[src/rtl/sop_sweep_ctrl_if.sv]
// Handshake and function-unit signals between a test master,
// the sweep controller and the shared 4-input function unit.
interface sop_sweep_ctrl_if;
  logic        start;
  logic [15:0] expected;
  logic        f_out;
  logic        a;
  logic        b;
  logic        c;
  logic        d;
  logic        busy;
  logic        done;
  logic        pass;
  logic [3:0]  mismatch_idx;
  logic [4:0]  ones_count;
  logic [15:0] table_out;

  modport slave (
    input  start, expected, f_out,
    output a, b, c, d, busy, done, pass,
    output mismatch_idx, ones_count, table_out
  );

  modport master (
    output start, expected, f_out,
    input  a, b, c, d, busy, done, pass,
    input  mismatch_idx, ones_count, table_out
  );
endinterface

[src/rtl/sop_sweep_ctrl.sv]
// Walks a 4-input function unit through all 16 vectors, captures
// its truth table and compares it against a latched expectation.
module sop_sweep_ctrl #(
  parameter int SETTLE       = 1,
  parameter bit STOP_ON_FAIL = 1'b0
) (
  input  logic             clk,
  input  logic             reset,
  sop_sweep_ctrl_if.slave  bus
);

  typedef enum logic [1:0] {
    S_IDLE,
    S_SETTLE,
    S_SAMPLE,
    S_DONE
  } state_t;

  localparam logic [3:0] SET_LAST = 4'(SETTLE - 1);

  state_t      r_state;
  state_t      w_next;
  logic [3:0]  r_idx;
  logic [3:0]  r_cnt;
  logic [3:0]  r_midx;
  logic [15:0] r_exp;
  logic [15:0] r_tbl;
  logic [4:0]  r_ones;
  logic        r_fail;
  logic        r_pass;
  logic        w_miss;
  logic        w_stop;

  assign w_miss = (bus.f_out != r_exp[r_idx]);
  assign w_stop = (r_idx == 4'd15) || (STOP_ON_FAIL && w_miss);

  always_comb begin
    w_next = r_state;
    unique case (r_state)
      S_IDLE:   if (bus.start) w_next = S_SETTLE;
      S_SETTLE: if (r_cnt == SET_LAST) w_next = S_SAMPLE;
      S_SAMPLE: w_next = w_stop ? S_DONE : S_SETTLE;
      S_DONE:   w_next = S_IDLE;
      default:  w_next = S_IDLE;
    endcase
  end

  always_ff @(posedge clk) begin
    if (reset) begin
      r_state <= S_IDLE;
      r_idx   <= 4'd0;
      r_cnt   <= 4'd0;
      r_midx  <= 4'd0;
      r_exp   <= 16'd0;
      r_tbl   <= 16'd0;
      r_ones  <= 5'd0;
      r_fail  <= 1'b0;
      r_pass  <= 1'b0;
    end else begin
      r_state <= w_next;
      unique case (r_state)
        S_IDLE: begin
          if (bus.start) begin
            r_exp  <= bus.expected;
            r_idx  <= 4'd0;
            r_cnt  <= 4'd0;
            r_midx <= 4'd0;
            r_tbl  <= 16'd0;
            r_ones <= 5'd0;
            r_fail <= 1'b0;
          end
        end
        S_SETTLE: r_cnt <= r_cnt + 4'd1;
        S_SAMPLE: begin
          r_tbl[r_idx] <= bus.f_out;
          r_ones       <= r_ones + {4'd0, bus.f_out};
          // only the first mismatch is reported
          if (w_miss && !r_fail) begin
            r_midx <= r_idx;
            r_fail <= 1'b1;
          end
          if (!w_stop) begin
            r_idx <= r_idx + 4'd1;
            r_cnt <= 4'd0;
          end
        end
        S_DONE:  r_pass <= ~r_fail;
        default: ;
      endcase
    end
  end

  assign {bus.a, bus.b, bus.c, bus.d} = r_idx;
  assign bus.busy         = (r_state == S_SETTLE) ||
                            (r_state == S_SAMPLE);
  assign bus.done         = (r_state == S_DONE);
  assign bus.pass         = r_pass;
  assign bus.mismatch_idx = r_midx;
  assign bus.ones_count   = r_ones;
  assign bus.table_out    = r_tbl;

endmodule

[src/flat_wrapper.sv]
// flat-port wrapper written by rule: the top's interface ports become plain ports
module sop_sweep_ctrl_flat 
#(
  parameter int SETTLE       = 1,
  parameter bit STOP_ON_FAIL = 1'b0
)
  (clk, reset, bus_start, bus_expected, bus_f_out, bus_a, bus_b, bus_c, bus_d, bus_busy, bus_done, bus_pass, bus_mismatch_idx, bus_ones_count, bus_table_out);
  sop_sweep_ctrl_if bus_i ();
  input  logic clk;
  input  logic reset;
  input wire logic [$bits(bus_i.start)-1:0] bus_start;
  input wire logic [$bits(bus_i.expected)-1:0] bus_expected;
  input wire logic [$bits(bus_i.f_out)-1:0] bus_f_out;
  output wire logic [$bits(bus_i.a)-1:0] bus_a;
  output wire logic [$bits(bus_i.b)-1:0] bus_b;
  output wire logic [$bits(bus_i.c)-1:0] bus_c;
  output wire logic [$bits(bus_i.d)-1:0] bus_d;
  output wire logic [$bits(bus_i.busy)-1:0] bus_busy;
  output wire logic [$bits(bus_i.done)-1:0] bus_done;
  output wire logic [$bits(bus_i.pass)-1:0] bus_pass;
  output wire logic [$bits(bus_i.mismatch_idx)-1:0] bus_mismatch_idx;
  output wire logic [$bits(bus_i.ones_count)-1:0] bus_ones_count;
  output wire logic [$bits(bus_i.table_out)-1:0] bus_table_out;
  assign bus_i.start = bus_start;
  assign bus_i.expected = bus_expected;
  assign bus_i.f_out = bus_f_out;
  assign bus_a = bus_i.a;
  assign bus_b = bus_i.b;
  assign bus_c = bus_i.c;
  assign bus_d = bus_i.d;
  assign bus_busy = bus_i.busy;
  assign bus_done = bus_i.done;
  assign bus_pass = bus_i.pass;
  assign bus_mismatch_idx = bus_i.mismatch_idx;
  assign bus_ones_count = bus_i.ones_count;
  assign bus_table_out = bus_i.table_out;
  sop_sweep_ctrl #(.SETTLE(SETTLE), .STOP_ON_FAIL(STOP_ON_FAIL)) u_core (.clk(clk), .reset(reset), .bus(bus_i));
endmodule
[config.mk]
export PLATFORM = sky130hd
export DESIGN_NAME = sop_sweep_ctrl_flat
export DESIGN_NICKNAME = d
export VERILOG_FILES = /design/src/rtl/sop_sweep_ctrl_if.sv /design/src/rtl/sop_sweep_ctrl.sv /design/src/flat_wrapper.sv
export SDC_FILE = /design/constraint.sdc
export NUM_CORES = 1
export LEC_CHECK = 0
export BUFFER_PORTS_ARGS = -buffer_cell sky130_fd_sc_hd__buf_2
export CAP_MARGIN = 10
export CORE_ASPECT_RATIO = 1.1
export CORE_UTILIZATION = 35
export CTS_BUF_LIST = sky130_fd_sc_hd__clkbuf_16
export CTS_CLUSTER_DIAMETER = 100
export DETAILED_ROUTE_END_ITERATION = 8
export PLACE_DENSITY_LB_ADDON = 0.08
export SLEW_MARGIN = 20
export SYNTH_ARGS = -nofsm -noshare
export SYNTH_HDL_FRONTEND = slang
export SYNTH_SLANG_ARGS = --single-unit
[constraint.sdc]
create_clock -name clk -period 2.1 [get_ports clk]
set_input_delay 0.315 -clock clk [delete_from_list [all_inputs] [get_ports clk]]
set_output_delay 0.315 -clock clk [all_outputs]
set_load 0.02 [all_outputs]
-- Word level (Yosys, flattened, before mapping)
Index checks and enable logic that the tools add are counted.
Widths: inputs -> output; s select.
- register bits: 53
- input bits: 20
- output and inout bits: 32
- add/subtract/negate cells: 3
- $lt $le $gt $ge: 2
- eq/ne operators: 9
- muxes and demuxes: 23
- bitwise operators: 1
- reduce and logical (&&, ||, !) cells: 14
- operator list (cell ; number):
    $pmux 16 s2 ; 1
    $bwmux 16 ; 1
    $mux 16 ; 1
    $mux 4 ; 4
    $pmux 4 s2 ; 2
    $pmux 4 s3 ; 1
    $pmux 5 s2 ; 1
    $reduce_and 3->1 ; 3
    $add 4x1->4 const B ; 2
    $pmux 2 s4 ; 1
    $mux 2 ; 3
    $reduce_and 2->1 ; 3
    $add 5x1->5 ; 1
    $lt 4x5->1 const B ; 1
    $mux 5 ; 1
    $bmux 1 s4 ; 1
    $demux 1 s4 ; 1
    $eq 2x2->1 const B ; 2
    $eq 4x4->1 const B ; 1
    $ge 4x1->1 const B ; 1
    $logic_not 4->1 ; 1
    $mux 1 ; 4
    $ne 2x1->1 const B ; 2
    $ne 2x2->1 const B ; 2
    10 further kinds ; 11

-- Depth between registers and ports, before layout
Gate-level depths: netlist of the first run.
- depth after elaboration: 6
- gate-level depth with buffers: 9
- gate-level depth less buffers: 7

-- Worst setup path before layout of the first run
No wires, ideal clock.
- path kind: reg-to-reg
- from: register u_core.r_idx[1]
- to: register u_core.r_midx[0], in the netlist u_core.bus.mismatch_idx[0]
- library setup time: 0.092 ns
- arrival time: 1.885 ns
- required time: 2.008 ns
- setup slack: 0.123 ns
- cell stages (with the launch flop): 7
- buffers on the path: 1
- period minus slack after synthesis: 1.977 ns
- cell sequence: dfxtp_1 > buf_6 > mux2i_1 > mux4_2 > mux2i_2 > and2_1 > o32ai_1
- cells in the longest elaborated chain, start to end: 6
- ends and longest elaborated chain (element ; RTL line ; RTL):
    start, declared ; sop_sweep_ctrl.sv:23 ; logic [3:0] r_idx;
    start signal, assigned ; sop_sweep_ctrl.sv:83 ; r_idx <= r_idx + 4'd1;
    $bmux 1 s4 ; sop_sweep_ctrl.sv:34 ; assign w_miss = (bus.f_out != r_exp[r_idx]);
    $mux 1 (implied by the code) ; sop_sweep_ctrl.sv:34 ;
    $ne 1x1->1 ; sop_sweep_ctrl.sv:34 ;
    $logic_and 1x1->1 ; sop_sweep_ctrl.sv:78 ; if (w_miss && !r_fail) begin
    $ne 2x1->1 (no line) ; n/a ;
    $reduce_and 3->1 (no line) ; n/a ;
    end signal, assigned ; sop_sweep_ctrl.sv:79 ; r_midx <= r_idx;
    end, declared ; sop_sweep_ctrl.sv:25 ; logic [3:0] r_midx;
Every way passes these cells. The select of a mux whose other input is x is not followed.
A chain may end at the register's enable or synchronous reset.

-- Worst setup path after layout of the first run
- from: register u_core.r_idx[0]
- to: register u_core.r_midx[1], in the netlist u_core.bus.mismatch_idx[1]
The elaborated chain is that of the path after synthesis.

==> key figures, run 1 <==
Placed design
  • Final Wtd Congestion: ~0.74
  • Placed Cells: 452
  • Post-DP Area: between 2000 and 3000 µm²
  • I/O Buffers: 51
  • Worst slack at placement: between 0.03 and 0.04 ns
  • HPWL after DPL: about 4.6 mm

Critical path
  • Crit path capture type: flip-flop
  • Worst Setup SP: u_core.r_idx[0]
  • Reg-to-Reg End: u_core.bus.mismatch_idx[1]
  • CP required: roughly 2.3 ns
  • CP Cell Sequence: inv_1 -> mux4_2 -> mux2i_2 -> and2_1 -> o32ai_1
  • Critical R2R Launch: u_core.r_idx[0]
  • Worst Path Arrival: between 2 and 2.5 ns
  • Worst r2r path cells: 5
  • Worst Setup EP: u_core.bus.mismatch_idx[1]
  • Reg2reg setup slack: approximately 0.17 ns
  • Max FO, Critical Path: 6
  • CP Class: reg2reg
  • CP startpoint kind: flip-flop
  • Crit path max-delay cell type: dfxtp_1
  • CP max stage delay: approximately 0.49 ns

Routing
  • WL final: between 6 and 7 mm
  • Via Count: 2301
  • Drt drc: 0
  • Drt initial violations: 85
  • Vias per cell: 5.002
  • First-pass DRT Iterations: 4
  • Post-DRT Antenna Nets: 0
  • Avg WL per Cell: about 14 µm

CTS
  • TritonCTS clock tree: yes
  • Htree depth: 2
  • CTS buffer count: 5
  • CTS max path bufs: 2
  • Post-CTS Resized: 0
  • Clk_lat worst skew: around 0.29 ns
  • TritonCTS Sinks: 53
  • Worst-path clk slew: about 0.070 ns
  • Cts-stage hold buffer count: 0
  • CTS root buf: clkbuf_16
  • Setup Buffers After CTS: 0

Timing
  • Final count of negative-setup-slack endpoints: 0
  • Fin crit period: around 1.9 ns
  • Worst rel slew slack: 0.6433
  • Final WS setup: roughly 0.17 ns
  • Unrepaired setup endpoints after global routing: false
  • Period utilisation layout: 0.9193
  • Fmax: ~0.52 GHz
  • Max-slew violation count: 0
  • Setup TNS: 0 ns
  • Layout Skew: between 0.006 and 0.007 ns
  • Final Hold Viols: 0
  • Slew @ Worst Pin: approximately 0.53 ns

Floorplan
  • Starting density of the core: 0.3647
  • Rows: 32
  • Die width: 83.70 µm
  • Core area: 7047 µm²
  • I/O pin count: 52
  • Die ar.: 7690 µm²
  • Die span in y: 91.87 µm

GRT
  • Maximum number of pins on one net before global-route repair: between 40 and 50
  • First-pass GRT wire length: about 11 mm
  • Vias in the first global route: between 2000 and 2500
  • Gr usage total: 0.1727
  • Antenna violations before repair: 0
  • GRT overflow: 0

Status
  • Status: completed

Run
  • Total of max-cap violations: 0

Final layout
  • Area growth from synthesis to layout: 21.52%
  • Most frequent cells in the layout: nand2_1 (55), a21oi_1 (53), dfxtp_1 (52), buf_2 (51), nor2_1 (23)
  • Cell area after layout: 3123 µm²
  • Diodes inserted: 0
  • Most common cell after layout, fill and taps aside: nand2_1
  • Core Util, Final: 0.4432
  • Share of layout cells above drive strength 1: 0.2213
  • Final net count: roughly 410
  • Final cell count without fillers: 460

Synth
  • Mean area per synthesized cell: 7.981 µm²
  • Top_reg_cell synth: dfxtp_1
  • Number of synthesized flops with an enable pin: 0
  • Async S/R FF share, synth: 0
  • Seq/Total Area, Yosys: 0.4129
  • Mapped Area: ~2600 µm²
  • Register bit total from synthesis: between 50 and 60
  • Yosys warns: 0
  • Syn Nets: between 300 and 400
  • Synth unique cells: 40
  • Mapped Cells: roughly 320

Power
  • Maximum vdd drop: between 0.0003 and 0.0004 V
  • Leakage power figure: approximately 0.0013 µW
  • Pwr Density: ~800 nW/µm²

Min path
  • Hold crit path type: in2reg
## cell usage after synthesis (2+ instances only)
| master | count | area share |
|---|---|---|
| ha_1 | 13 | 0.063 |
| nand2_1 | 55 | 0.080 |
| mux4_2 | 2 | 0.018 |
| nor2_1 | 24 | 0.035 |
| and2_1 | 3 | 0.0073 |
| inv_1 | 13 | 0.019 |
| mux2i_1 | 10 | 0.039 |
| nor2b_1 | 3 | 0.0073 |
| o21ai_0 | 18 | 0.035 |
| nand4_1 | 6 | 0.015 |
| a21oi_1 | 53 | 0.10 |
| xor2_1 | 4 | 0.014 |
| and3_1 | 5 | 0.012 |
| o32ai_1 | 2 | 0.0068 |
| a22oi_1 | 3 | 0.0088 |
| nor3_1 | 4 | 0.0078 |
| nand2b_1 | 2 | 0.0049 |
| a211oi_1 | 2 | 0.0058 |
| nand3_1 | 4 | 0.0078 |
| dfxtp_1 | 53 | 0.41 |
| nor3b_1 | 2 | 0.0058 |
| clkbuf_1 | 21 | 0.031 |
| o22ai_1 | 3 | 0.0073 |
## metal layers
metal	wire length [µm]	vias to the layer above	track usage
li1	-	1207	-
met3	272	4	0.03150
met2	2927	53	0.3001
met5	0	-	0
met4	43	0	0.03390
met1	3074	1037	0.2240
## state kept, by name (all words and copies together) (netlist names)
register                 flops
u_core.bus.mismatch_idx      4
u_core.r_idx                 4
u_core.bus.ones_count        5
u_core.r_exp                16
u_core.r_state               2
u_core.bus.pass              1
u_core.r_cnt                 4
u_core.r_fail                1
u_core.bus.table_out        16
## logic make-up (layout without fill, tap and decap cells)
kind of cell	Yosys count	in the layout	share of synthesized area
simple gates	113	113	0.1967
compound gates	88	88	0.1909
flops	53	53	0.4129
buf+inv	37	90	0.05745
fa+ha+maj	13	13	0.06329
mux	13	13	0.06183
xor+xnor	5	5	0.01704
## how the worst min path moves through the flow
| stage | from | to | slack, ns | cells after the start |
|---|---|---|---|---|
| 2_1_floorplan | u_core.r_exp[0] | u_core.r_exp[0] | 0.44 | 2 |
| 3_3_place_gp | u_core.r_exp[5] | u_core.r_exp[5] | 0.45 | 2 |
| 3_5_place_dp | u_core.r_exp[5] | u_core.r_exp[5] | 0.45 | 2 |
| 4_1_cts | bus_expected[6] | u_core.r_exp[6] | 0.25 | 3 |
| 5_1_grt | bus_expected[15] | u_core.r_exp[15] | 0.26 | 3 |
| 6_report | bus_expected[13] | u_core.r_exp[13] | 0.25 | 3 |
## report_power, final
group,internal (µW),switching [µW],leakage [µW]
Sequential,1060,37.4,0.000430
Combinational,250,369,0.000819
Clock,439,378,0.0000712
Total,1750,784,0.00132
## critical path, delay by kind of cell, from the launching register on
family,cells,cell delay [ns]
muxes,2,0.67
DFF,1,0.49
AOI/OAI and AO/OA,1,0.27
and+or+nand+nor,1,0.22
buffers and inverters,1,0.19
## through the flow
step                      power (µW)  hold WS (ns)
after floorplan                 1513        0.4357
after global placement          1742        0.4494
after detailed placement        1744        0.4496
after CTS                       2559        0.2505
after global routing            2690        0.2553
final                           2533        0.2527
## layout make-up
type                            instances  area (µm²)
Fill cell                             718        3924
Multi-Input combinational cell        232        1364
Sequential cell                        53        1062
Timing Repair Buffer                   68       395.4
Clock buffer                            5       125.1
Tap cell                               85       106.4
Inverter                               14       52.55
Clock inverter                          3       17.52
Power figures use the tool's default switching activity.
==> inputs of run 2 (changes only) <==
--- a/config.mk
+++ b/config.mk
@@ -9,2 +9,4 @@
 export CAP_MARGIN = 10
+export CELL_PAD_IN_SITES_DETAIL_PLACEMENT = 0
+export CELL_PAD_IN_SITES_GLOBAL_PLACEMENT = 1
 export CORE_ASPECT_RATIO = 1.1
@@ -14,2 +16,3 @@
 export DETAILED_ROUTE_END_ITERATION = 8
+export GPL_TIMING_DRIVEN = 1
 export PLACE_DENSITY_LB_ADDON = 0.08
==> constraint.sdc (replaced) <==
create_clock -name clk -period 2.1 [get_ports clk]
set_input_delay 0.42 -clock clk [delete_from_list [all_inputs] [get_ports clk]]
set_output_delay 0.42 -clock clk [all_outputs]
set_load 0.02 [all_outputs]
==> key figures, run 2 (synthesis gave the netlist of run 1 again) <==
Final layout
  • Core Util, Final: 0.4411 (-0.002131)
  • Final net count: 405 (-0.49%)
  • Diodes inserted: 0 (unchanged)
  • Most frequent cells in the layout: nand2_1 (55), a21oi_1 (53), dfxtp_1 (52), buf_2 (51), nor2_1 (23)
  • Cell area after layout: 3108 µm² (-0.48%)
  • Most common cell after layout, fill and taps aside: nand2_1
  • Area growth from synthesis to layout: 20.93%
  • Share of layout cells above drive strength 1: 0.2172 (-0.004175)
  • Fill cells: 757 (+5.4%)

CTS
  • CTS buffer count: 5 (unchanged)
  • Clk_lat worst skew: 0.29 ns (about the same)
  • Setup Buffers After CTS: 0 (unchanged)
  • Worst-path clk slew: 0.07 ns (about the same)
  • TritonCTS Sinks: 53 (unchanged)
  • Htree depth: 2 (unchanged)
  • CTS max path bufs: 2 (unchanged)
  • TritonCTS clock tree: yes
  • CTS root buf: clkbuf_16

GRT
  • Met3 GRT Util: 0.03060 (-0.0009001)
  • Vias in the first global route: 2188 (-0.91%)
  • Maximum number of pins on one net before global-route repair: 25 (-43%)
  • Gr usage total: 0.1705 (-0.002289)
  • Antenna violations before repair: 0 (unchanged)
  • Grt met1 use: 0.2247 (+0.0007511)
  • Grt met2 use: 0.2879 (-0.01220)
  • Most Crowded Layer GR: met2
  • GRT overflow: 0 (unchanged)
  • First-pass GRT wire length: 10.59 mm (-1.7%)

Placed design
  • HPWL after DPL: 4.680 mm (+1.7%)
  • Post-DP Area: 2962 µm² (-0.50%)
  • I/O Buffers: 51 (unchanged)
  • Final Wtd Congestion: 0.7506 (+0.85%)

Min path
  • Hold Path End: u_core.r_exp[0]
  • Worst Min Path Start: bus_expected[0]
  • Hold crit path type: in2reg
  • Hold Path Depth: 3 (unchanged)

Floorplan
  • Rows: 32 (unchanged)
  • I/O pin count: 52 (unchanged)
  • Starting density of the core: 0.3647 (unchanged)
  • Die span in y: 91.87 µm (unchanged)
  • Core area: 7047 µm² (unchanged)
  • Die ar.: 7690 µm² (unchanged)
  • Die width: 83.70 µm (unchanged)

Routing
  • First-pass DRT Iterations: 4 (unchanged)
  • Via Count: 2299 (-0.087%)
  • Drt drc: 0 (unchanged)
  • Vias per cell: 5.020 (+0.35%)
  • Drt initial violations: 84 (-1.2%)
  • Post-DRT Antenna Nets: 0 (unchanged)
  • Avg WL per Cell: 13.83 µm (+0.74%)
  • WL final: 6.336 mm (+0.30%)

Timing
  • Fin crit period: 1.943 ns (+0.01226 ns)
  • Slew @ Worst Pin: 0.5415 ns (+0.007547 ns)
  • Layout Skew: 0.005303 ns (-0.001018 ns)
  • Period utilisation layout: 0.9252 (+0.005840)
  • Worst rel slew slack: 0.6390 (-0.004299)
  • Unrepaired setup endpoints after global routing: false
  • Max-slew violation count: 0 (unchanged)
  • Fmax: 0.5147 GHz (-0.63%)
  • Final Hold Viols: 0 (unchanged)
  • Final count of negative-setup-slack endpoints: 0 (unchanged)
  • Setup TNS: 0 ns (unchanged)

Power
  • Leakage power figure: 0.001315 µW (-0.40%)
  • Pwr Density: 804.3 nW/µm² (-0.82%)
  • Maximum vdd drop: 0.0003561 V (+1.0%)

Critical path
  • Worst Path Arrival: 2.11 ns (-0.02 ns)
  • Critical R2R Launch: u_core.r_idx[1]
  • CP Cell Sequence: buf_4 -> ha_1 -> and4_1 -> or3_1 -> a21o_1 -> a21oi_1 -> nor2_1
  • Crit path max-delay cell type: or3_1
  • CP max stage delay: 0.42 ns (-0.07 ns)
  • CP required: 2.27 ns (-0.03 ns)
  • Worst r2r path cells: 7 (+2)
  • Reg2reg setup slack: 0.16 ns (about the same)
  • Max FO, Critical Path: 9 (+3)
  • CP startpoint kind: flip-flop
  • CP Class: reg2reg
  • Reg-to-Reg End: u_core.r_cnt[3]
  • Crit path capture type: flip-flop

Run
  • Total of max-cap violations: 0 (unchanged)

Status
  • Status: completed
## run 2: layout make-up
class | count | area (µm²) | area share
inverter | 14 | 52.55 | 0.01691
timing repair buffer | 66 | 380.4 | 0.1224
multi-input combinational | 232 | 1364 | 0.4388
clock buffer | 5 | 125.1 | 0.04026
tap | 85 | 106.4 | 0.03422
sequential | 53 | 1062 | 0.3418
clock inverter | 3 | 17.52 | 0.005636
## run 2: where the power goes
group | internal (µW) | switching [µW]
Clock | 440 | 365
Sequential | 1060 | 41.1
Combinational | 230 | 363
## run 2: worst max-delay path by stage
stage	start	end	slack (ns)	cells after the start
2_1_floorplan	u_core.r_idx[1]	u_core.bus.mismatch_idx[0]	0.12	6
3_3_place_gp	u_core.r_idx[1]	u_core.r_cnt[3]	0.13	7
3_5_place_dp	u_core.r_idx[1]	u_core.r_cnt[3]	0.06	7
4_1_cts	u_core.r_idx[1]	u_core.r_cnt[3]	0.05	7
5_1_grt	u_core.r_idx[1]	u_core.r_cnt[2]	0.04	7
6_report	u_core.r_idx[1]	u_core.r_cnt[3]	0.16	7
## run 2: layer usage
layer / wire length (µm) / vias to the layer above / share of wire
met5: 0 / - / 0
li1: - / 1199 / -
met1: 3088 / 1058 / 0.49
met4: 54 / 0 / 0.0085
met3: 189 / 4 / 0.030
met2: 3004 / 38 / 0.47
## run 2: stage by stage
step           setup WS (ns)  std cells  power, µW  hold WS, ns
5_1_grt              0.03991        458       2656       0.3737
2_1_floorplan         0.1228        322       1513       0.4357
3_3_place_gp          0.1307        450       1722       0.4469
3_5_place_dp         0.06188        450       1721       0.4541
6_report              0.1571        458       2500       0.3657
4_1_cts              0.04863        458       2537       0.3576
## run 2: timing repair
action	4_1_cts	5_1_grt
setup endpoints to repair	0	9
endpoints found under the hold margin	0	0
hold buffers	0	0
resized for setup	0	2
## run 2: worst max-delay path: cells and delay by family, from the launching register on
| family | cells | cell delay (ns) |
|---|---|---|
| AND/OR/NAND/NOR | 3 | 0.70 |
| flip-flops | 1 | 0.40 |
| buffers and inverters | 1 | 0.19 |
| AO/OA/AOI/OAI | 2 | 0.34 |
| adder cells (fa/ha/maj) | 1 | 0.20 |
